**src/rtl/mac_accumulator.sv**
```systemverilog
// Sums groups of LEN MAC results into one wide result with a holding register.
// Define MAC_ACC_SAT_EN for saturating accumulation instead of modulo wrap.
module mac_accumulator #(
  parameter int IN_WIDTH  = 8,
  parameter int ACC_WIDTH = 16,
  parameter int LEN       = 4
) (
  input  logic                 clk,
  input  logic                 reset,
  input  logic                 clear,
  input  logic                 in_valid,
  input  logic [IN_WIDTH-1:0]  in_data,
  output logic                 in_ready,
  output logic                 out_valid,
  output logic [ACC_WIDTH-1:0] out_data,
  output logic                 out_ovf,
  input  logic                 out_ready
);

  localparam int CW = $clog2(LEN);
  localparam logic [CW-1:0] LAST = CW'(LEN - 1);

  typedef enum logic {EMPTY, FULL} state_t;

  state_t state;
  state_t state_nxt;

  logic [ACC_WIDTH-1:0] acc;
  logic [CW-1:0]        cnt;
  logic                 ovf;

  logic                 last;
  logic                 accept;
  logic                 done;
  logic                 drain;
  logic [ACC_WIDTH:0]   sum;
  logic                 carry;
  logic [ACC_WIDTH-1:0] sum_val;

  assign last   = (cnt == LAST);
  assign in_ready = !clear &&
    !(out_valid && !out_ready && last);
  assign accept = in_valid && in_ready;
  assign done   = accept && last;
  assign drain  = out_valid && out_ready;

  assign sum = {1'b0, acc} +
    {{(ACC_WIDTH + 1 - IN_WIDTH){1'b0}}, in_data};
  assign carry = sum[ACC_WIDTH];

`ifdef MAC_ACC_SAT_EN
  // Once a group has overflowed it stays pinned at all-ones.
  assign sum_val = (ovf || carry) ?
    {ACC_WIDTH{1'b1}} : sum[ACC_WIDTH-1:0];
`else
  assign sum_val = sum[ACC_WIDTH-1:0];
`endif

  assign out_valid = (state == FULL);

  always_comb begin
    state_nxt = state;
    unique case (state)
      EMPTY: if (done) state_nxt = FULL;
      FULL:  if (drain && !done) state_nxt = EMPTY;
      default: state_nxt = EMPTY;
    endcase
  end

  always_ff @(posedge clk or negedge reset) begin
    if (!reset) begin
      state <= EMPTY;
    end else begin
      state <= state_nxt;
    end
  end

  always_ff @(posedge clk or negedge reset) begin
    if (!reset) begin
      acc <= '0;
      cnt <= '0;
      ovf <= 1'b0;
    end else if (clear) begin
      acc <= '0;
      cnt <= '0;
      ovf <= 1'b0;
    end else if (accept) begin
      if (last) begin
        acc <= '0;
        cnt <= '0;
        ovf <= 1'b0;
      end else begin
        acc <= sum_val;
        cnt <= cnt + CW'(1);
        ovf <= ovf | carry;
      end
    end
  end

  always_ff @(posedge clk or negedge reset) begin
    if (!reset) begin
      out_data <= '0;
      out_ovf  <= 1'b0;
    end else if (done) begin
      out_data <= sum_val;
      out_ovf  <= ovf | carry;
    end
  end

endmodule

```
**config.mk**
```make
export PLATFORM = sky130hd
export DESIGN_NAME = mac_accumulator
export DESIGN_NICKNAME = d
export VERILOG_FILES = /design/src/rtl/mac_accumulator.sv
export SDC_FILE = /design/constraint.sdc
export NUM_CORES = 1
export LEC_CHECK = 0
export CORE_ASPECT_RATIO = 0.5
export CORE_UTILIZATION = 24
export DETAILED_ROUTE_END_ITERATION = 8
export SLEW_MARGIN = 20
export SYNTH_ARGS = -nofsm -noshare
export SYNTH_HDL_FRONTEND = slang
export SYNTH_SLANG_ARGS = --single-unit
```
**constraint.sdc**
```tcl
create_clock -name clk -period 3.9 [get_ports clk]
set_input_delay 0.39 -clock clk [delete_from_list [all_inputs] [get_ports clk]]
set_output_delay 0.39 -clock clk [all_outputs]
set_load 0.02 [all_outputs]
```
== Word-level counts from Yosys, hierarchy flattened ==
Index checks and enable logic that the tools add are counted.

* Output and inout port bits: 19
* Flip-flop bits (word level): 37
* Logic and storage cells: 35

* $add $sub $neg: 2
* Mux-type cells: 12
* Bitwise operators: 2
* Equality and inequality tests: 1
* Reductions and logical operators: 12

{| class="wikitable"
|+ Operators with widths
! operator !! number
|-
| $mux W16 || 3
|-
| $add A16 B8 Y17 || 1
|-
| $logic_and A1 B1 Y1 || 7
|-
| $mux W2 || 3
|-
| $mux W1 || 5
|-
| $logic_not A1 Y1 || 4
|-
| $add A2 B1 Y2 const B || 1
|-
| $eq A2 B2 Y1 const B || 1
|-
| $pmux W1 S2 || 1
|-
| $reduce_bool A2 Y1 || 1
|-
| $not A1 Y1 || 1
|-
| $or A1 B1 Y1 || 1
|}

== Depth between registers and ports, before layout ==
Gate-level depths: netlist of the first run.

* Word-level depth: 11
* Mapped depth: 7
* Depth with buffers taken out: 7

== Worst setup path after synthesis of the first run ==
OpenSTA, ideal clock, no wires.

* Path type: input port to flip-flop
* Start point: input in_data[0]
* End point: register out_data[14]
* Arrival time: 2.017 ns
* Library setup time: 0.069 ns
* Buffers on the path: 0
* Path slack: 1.814 ns
* Stages: 7
* Cell sequence: ha_1 fa_1 a211oi_2 o211ai_2 and3_1 or3_1 nand3_1

* Longest elaborated chain between the ends: 1

{| class="wikitable"
|+ Ends and longest elaborated chain
! what !! RTL line !! text
|-
| start, declared || 12 || <nowiki>input logic [IN_WIDTH-1:0] in_data,</nowiki>
|-
| $add A16 B8 Y17 || 47 || <nowiki>assign sum = {1'b0, acc} +</nowiki>
|-
| end signal, assigned || 105 || <nowiki>out_data <= sum_val;</nowiki>
|-
| end, declared || 15 || <nowiki>output logic [ACC_WIDTH-1:0] out_data,</nowiki>
|}

No other way between the ends.
A chain may end at the register's enable or synchronous reset.

== Worst setup path after layout of the first run ==
Same ends and word-level chain as after synthesis.

==> results.ini, run 1 <==
[outcome]
status=finished clean

[routing]
drt_wl_total_um=4460
wl_per_cell_um=12.7
dr.pass1.iters=4
drc=0
ant_nets=0
route.vias.total=1589
viasPerCell=4.51
drtIter0Drc=93

[placement]
post_dp_cell_area_um2=2480
gp_congestion=0.766
port_buffers=31
dp_hpwl_um=3360

[synthesis]
synthCells=206
synth_area_leader_cell=dfrtp_1
async_flop_share=1.00
yosys-top-cells-area=dfrtp_1 (45%), nand2_1 (7.2%), ha_1 (5.5%), a22o_1 (3.9%), a21oi_1 (3.2%)
ys_ff_latch=37
yosysTopAreaCellShare=0.454
ys_warn_count=0
syn_area_per_cell_um2=9.90
syn_area_um2=2040
seq_area_frac_synth=0.454
synth_ff_type=dfrtp_1
synth_edf_count=0
syn_nets=229
synth_cell_types=43

[clocking]
cts.path.max_buffers=2
postCtsHoldBufs=0
cts_tree=built
clkSinkCount=37
post_cts_buffers=0
cts_buffers=5
clk_latency_ns=0.27
h-tree-depth=2
clockRootBuffer=clkbuf_16
cts_resized=0
path_clk_slew_ns=0.05

[cells_and_area]
seq_area_um2=926
drive_above_1_share=0.104
fin_nets=263
layout-area-overhead-vs-synth_pct=28.5
post-route-cell-area_um2=2620
multi_input_area_um2=1070
num-fill-cells=832
final_cell_mix=nand2_1 (39), dfrtp_1 (37), clkdlybuf4s50_1 (30), o21ai_1 (13), a21oi_1 (13)
n_antenna_cell=0
final_common_cell=nand2_1

[global_route]
grt_pass1_vias=1581
grt_max_degree=38
grt_pass1_wl_um=7690
grt-ovfl-total=0
antenna_found_initial=0
grtUsageTotal=0.109

[critical_path]
worstPathRequired_ns=4.11
cp-startpoint=in_data[0]
end_kind=register
cp_cell_sequence=clkdlybuf4s50_1 -> ha_1 -> fa_1 -> a211oi_2 -> o211ai_2 -> and3_1 -> or3_1 -> nand3_1
rr_startpoint=acc[0]
path_delay_family=adder cells
crit_buf_inv=1
setup.worst_path.start_class=primary input
crit_type=in -> reg
path_max_fanout=5
slowest_delay_ns=0.46
arrival_ns=2.62
crit_path_top_delay_cell=fa_1

[timing]
fmax_ghz=0.415
report.final.slew_viol_count=0
finalHoldViolCount=0
max_slew_margin=0.455
min_period_over_period=0.618
rsz0062_at_grt=no
fin_tns_setup_ns=0
fin_skew_ns=0.00439
setup_viol=0
post-route-min-period_ns=2.41
worst_slew_pin_slew_ns=0.817

[power]
powerDensity_nw_per_um2=419
vdd_ir_drop_max_mv=0.197
power.leakage_nw=1.15

[hold_path]
hold_path_class=in -> async

[run]
drv_cap=0

[die]
die_w_um=132
die_h_um=67.2
coreArea_um2=8120
row_count=23
initial_core_util=0.251
die_area_um2=8890
num_io_pins=32

[state kept, by name, summed over array words and instances (netlist names)]
name / flops
acc: 16
cnt: 2
out_data: 16
out_ovf: 1
out_valid: 1
ovf: 1
[path summary, 6_finish.rpt]
check | cells past startpoint | slack, ns | end
setup / recovery | 8 | 1.49 | out_data[14]
hold / removal | 1 | 0.21 | out_data[15]
setup reg to reg | 7 | 1.67 | out_data[14]
hold reg to reg | 2 | 0.47 | out_data[3]
max in group asynchronous | 1 | 3.17 | acc[5]
min in group clk | 2 | 0.47 | out_data[3]
[cell families (layout without fill, tap and decap cells)]
kind of cell	count (synthesis)	count (layout)	share of synthesized area
AO/OA/AOI/OAI	62	62	0.219
XOR/XNOR	13	13	0.0558
adder cells (fa/ha/maj)	10	10	0.0650
buffers and inverters	10	44	0.0202
flip-flops	37	37	0.454
multiplexers	3	3	0.0172
AND/OR/NAND/NOR	71	71	0.169
[through the flow]
step | worst slack, ns | total power, mW | hold slack [ns] | cells | utilization
after CTS | 1.52 | 1.11 | 0.249 | 352 | 0.323
after global placement | 1.31 | 0.711 | 0.459 | 345 | 0.305
final | 1.49 | 1.10 | 0.213 | 352 | 0.323
after detailed placement | 1.24 | 0.718 | 0.468 | 345 | 0.305
after global routing | 1.39 | 1.16 | 0.288 | 352 | 0.323
after floorplan | 1.81 | 0.620 | 0.0944 | 206 | -
[where the power goes]
group / total [mW] / internal (mW) / switching, mW / leakage [nW]
sequential: 0.439 / 0.418 / 0.0216 / 0.506
clock: 0.386 / 0.250 / 0.136 / 0.0700
combinational: 0.271 / 0.120 / 0.152 / 0.573
total: 1.10 / 0.788 / 0.309 / 1.15
[cells in the mapped netlist (4+ instances only)]
cell and instances:
clkbuf_1 4, o21ai_1 13, nand3_1 5, dfrtp_1 37, nand2b_1 5, a31oi_1 4, xor2_1 7, a21oi_1 13
ha_1 9, o21ai_0 5, nand2_1 39, nor2_1 6, xnor2_1 6, a22o_1 9
[layout make-up]
class	count	share of cell area
multi-input combinational	159	0.409
sequential	37	0.353
timing repair buffer	34	0.125
clock buffer	7	0.0544
tap	112	0.0535
inverter	3	0.00430
[per-layer routing]
metal | global-route usage | vias to the layer above | routed length (um)
met1 | 0.143 | 759 | 2220
met4 | 0.0302 | 0 | 16
met5 | 0 | - | 0
met3 | 0.0248 | 2 | 216
li1 | - | 794 | -
met2 | 0.184 | 34 | 2010
No activity file was read; power rests on OpenSTA's default activity.
==> run 2, diff against run 1 <==
clock period = 2.5 ns   (was 3.9 ns; I/O delays follow)
==> results.ini, run 2 (synthesis gave the netlist of run 1 again) <==
[outcome]
status=finished clean

[timing]
fmax_ghz=0.471
report.final.slew_viol_count=0
fin_tns_setup_ns=0
whs_ns=0.0826
fin_skew_ns=0.00657
post-route-min-period_ns=2.12
min_period_over_period=0.849
finalHoldViolCount=0
setup_viol=0
max_slew_margin=0.431
rsz0062_at_grt=no
worst_slew_pin_slew_ns=0.853

[clocking]
cts_resized=0
h-tree-depth=2
post_cts_buffers=0
cts.path.max_buffers=2
cts_buffers=5
clkSinkCount=37
cts_tree=built
clockRootBuffer=clkbuf_16
postCtsHoldBufs=0
clk_latency_ns=0.28
path_clk_slew_ns=0.06

[routing]
wl_per_cell_um=13.3
dr.pass1.iters=4
drt_wl_total_um=4710
route.vias.total=1583
drtIter0Drc=72
drc=0
viasPerCell=4.46
ant_nets=0

[die]
initial_core_util=0.251
row_count=23
coreArea_um2=8120
die_area_um2=8890
die_h_um=67.2
die_w_um=132
num_io_pins=32

[global_route]
antenna_found_initial=0
grt_pass1_vias=1598
grt-ovfl-total=0
grt-busiest-layer=met2
met1_usage=0.155
grtUsageTotal=0.113
grt_pass1_wl_um=7910
use_met2=0.183
grt.met3_usage=0.0233
grt_max_degree=38

[power]
swShare=0.273
total_power_mw=1.84
power.leakage_nw=1.17
p_int_mw=1.34
vdd_ir_drop_max_mv=0.287
power_frac_comb=0.233
seq_power_share=0.371
p_switching_mw=0.503
power_frac_clock=0.396
powerDensity_nw_per_um2=692

[placement]
port_buffers=31
dp_hpwl_um=3410
gp_congestion=0.792

[critical_path]
path_max_fanout=5
arrival_ns=1.87
worstPathRequired_ns=2.25
crit_type=reg -> out
end_kind=primary output
setup.worst_path.start_class=register

[run]
drv_cap=0

[cells_and_area]
final_cell_mix=nand2_1 (39), dfrtp_1 (37), clkdlybuf4s50_1 (30), o21ai_1 (13), a21oi_1 (13)
num-fill-cells=848
drive_above_1_share=0.115
fin_nets=265
n_antenna_cell=0
biggestRegsByFlops=acc: 16 flops, out_data: 16 flops, cnt: 2 flops
layout-area-overhead-vs-synth_pct=30.7
final_common_cell=nand2_1

[hold_path]
hold_path_class=in -> async

[run 2: worst max-delay path, cell delays in order (launching register included)]
cell             delay, ns
dfrtp_1               0.39
ha_1                  0.25
nand3b_1              0.16
nor2b_1               0.17
clkdlybuf4s50_1       0.62
[run 2: power groups by stage]
stage | Combinational (mW) | Sequential (mW) | Clock (mW)
finish | 0.430 | 0.684 | 0.730
global route | 0.472 | 0.692 | 0.766
CTS | 0.435 | 0.686 | 0.740
detailed placement | 0.432 | 0.695 | 0
global placement | 0.427 | 0.691 | 0
floorplan | 0.241 | 0.726 | 0
[run 2: metrics by stage]
stage,worst slack [ns],cells,instance area [um2],util
floorplan,0.451,206,2040,-
global placement,0.155,347,2490,0.307
detailed placement,0.129,347,2490,0.307
CTS,0.357,355,2670,0.328
global route,0.276,355,2670,0.328
finish,0.378,355,2670,0.328
[run 2: layout make-up]
class / count / area [um2] / area share
clock buffer: 7 / 143 / 0.0535
timing repair buffer: 36 / 343 / 0.129
inverter: 3 / 11.3 / 0.00423
sequential: 37 / 926 / 0.347
multi-input combinational: 159 / 1070 / 0.402
tap: 112 / 140 / 0.0526
clock inverter: 1 / 30.0 / 0.0113
[run 2: worst paths after layout]
kind,start,end,slack (ns),cells after the start
setup / recovery,cnt[0],in_ready,0.38,4
hold / removal,reset,acc[3],0.08,1
setup reg to reg,acc[0],out_data[14],0.42,7
hold reg to reg,out_data[3],out_data[3],0.47,2
max in group asynchronous,reset,out_data[7],1.88,1
min in group clk,out_data[3],out_data[3],0.47,2
[run 2: metal layers]
layer	vias to the layer above	routed length, um
met5	-	0
met4	0	46
li1	803	-
met1	756	2530
met2	19	2030
met3	5	112
==> run 3, diff against run 2 <==
clock period = 2.1 ns   (was 2.5 ns; I/O delays follow)
==> results.ini, run 3 (synthesis gave the netlist of run 1 again) <==
[outcome]
status=finished clean

[cells_and_area]
num-fill-cells=834
final_cell_mix=nand2_1 (37), dfrtp_1 (37), clkdlybuf4s50_1 (29), o21ai_1 (14), buf_4 (14)
fin_nets=274
n_antenna_cell=0
drive_above_1_share=0.163
biggestRegsByFlops=acc: 16 flops, out_data: 16 flops, cnt: 2 flops
layout-area-overhead-vs-synth_pct=34.0
stdcell_count=363

[die]
initial_core_util=0.251
die_area_um2=8890
coreArea_um2=8120
num_io_pins=32
die_h_um=67.2
row_count=23
die_w_um=132

[clocking]
clk_latency_ns=0.28
clockRootBuffer=clkbuf_16
postCtsHoldBufs=0
cts_tree=built
cts.path.max_buffers=2
clkSinkCount=37
cts_buffers=5
h-tree-depth=2
post_cts_buffers=0
path_clk_slew_ns=0.05

[critical_path]
cp_num_cells=8
rr_startpoint=acc[0]
worst_r2r_endpoint=out_data[14]
path_delay_family=adder cells
rrSetupSlack_ns=0.10
path_max_fanout=3
cp_cell_sequence=clkdlybuf4s50_1 -> ha_4 -> fa_2 -> a211oi_4 -> o211ai_2 -> and3_4 -> or3_1 -> nand3_1
arrival_ns=2.22
worstRegToRegCells=7
crit_buf_inv=1
setup.worst_path.end=out_data[14]
end_kind=register
crit_type=in -> reg
cp-startpoint=in_data[0]
crit_path_top_delay_cell=clkdlybuf4s50_1
setup.worst_path.start_class=primary input
slowest_delay_ns=0.46
worstPathRequired_ns=2.31

[timing]
worst_slew_pin_slew_ns=0.816
finalHoldViolCount=0
whs_ns=0.0281
fin_ws_ns=0.0916
max_slew_margin=0.456
setup_viol=0
rsz0062_at_grt=yes
fmax_ghz=0.498
fin_skew_ns=0.00431
report.final.slew_viol_count=0
post-route-min-period_ns=2.01
min_period_over_period=0.956

[placement]
dp_hpwl_um=3580
gp_congestion=0.768
port_buffers=31
dp.cells=356
dpl_worst_slack_ns=-0.180

[global_route]
grt-ovfl-total=0
antenna_found_initial=0
grt_max_degree=38
grtUsageTotal=0.118
grt_pass1_vias=1685
grt_pass1_wl_um=8160

[power]
vdd_ir_drop_max_mv=0.295
power.leakage_nw=1.21
total_power_mw=2.10
powerDensity_nw_per_um2=769

[routing]
route.vias.total=1595
drtIter0Drc=38
wl_per_cell_um=13.1
drt_wl_total_um=4760
dr.pass1.iters=4
viasPerCell=4.39
drc=0
ant_nets=0

[hold_path]
hold_path_class=in -> async

[run]
drv_cap=0

-- run 3: cell types whose count changed in the layout (fill, tap and decap cells not counted), sizes merged --
cell / delta
dlygate4sd2: +1
clkdlybuf4s50: -1
bufinv: -1
buf: +9
-- run 3: per-stage QoR --
| step | utilization | setup TNS, ns | cell area (um2) |
|---|---|---|---|
| floorplan | - | 0 | 2040 |
| global placement | 0.315 | -1.29 | 2560 |
| detailed placement | 0.315 | -1.73 | 2560 |
| CTS | 0.333 | 0 | 2700 |
| global route | 0.337 | -0.00684 | 2730 |
| finish | 0.337 | 0 | 2730 |
-- run 3: timing repair --
| item | 4_1_cts | 5_1_grt |
|---|---|---|
| setup endpoints to repair | 1 | 5 |
| pin swaps | 0 | 2 |
| gates resized for setup | 1 | 8 |
| endpoints found under the hold margin | 0 | 0 |
-- run 3: how the worst min path moves through the flow --
stage | from | to | slack (ns) | cells after the start
3_3_place_gp | reset | out_data[15] | 0.35 | 1
6_report | reset | acc[15] | 0.03 | 1
4_1_cts | reset | ovf | 0.07 | 1
2_1_floorplan | reset | acc[0] | -0.09 | 0
3_5_place_dp | reset | out_data[15] | 0.37 | 1
5_1_grt | reset | ovf | 0.1 | 1
-- run 3: final cells by class --
| type | instances | area, um2 | area share |
|---|---|---|---|
| clock buffer | 7 | 143 | 0.0522 |
| inverter | 3 | 11.3 | 0.00412 |
| multi-input combinational | 159 | 1100 | 0.404 |
| sequential | 37 | 926 | 0.339 |
| tap | 112 | 140 | 0.0513 |
| timing repair buffer | 45 | 409 | 0.150 |
-- run 3: power by group --
| group | total, mW | leakage [nW] | switching (mW) | internal [mW] |
|---|---|---|---|---|
| logic | 0.557 | 0.629 | 0.297 | 0.260 |
| clock network | 0.730 | 0.0700 | 0.265 | 0.465 |
| registers | 0.816 | 0.506 | 0.0409 | 0.775 |
-- run 3: per-layer routing --
metal  track usage  wire (um)
met1         0.151       2510
met2         0.196       2050
met3        0.0383        185
met4        0.0287         19
met5             0          0
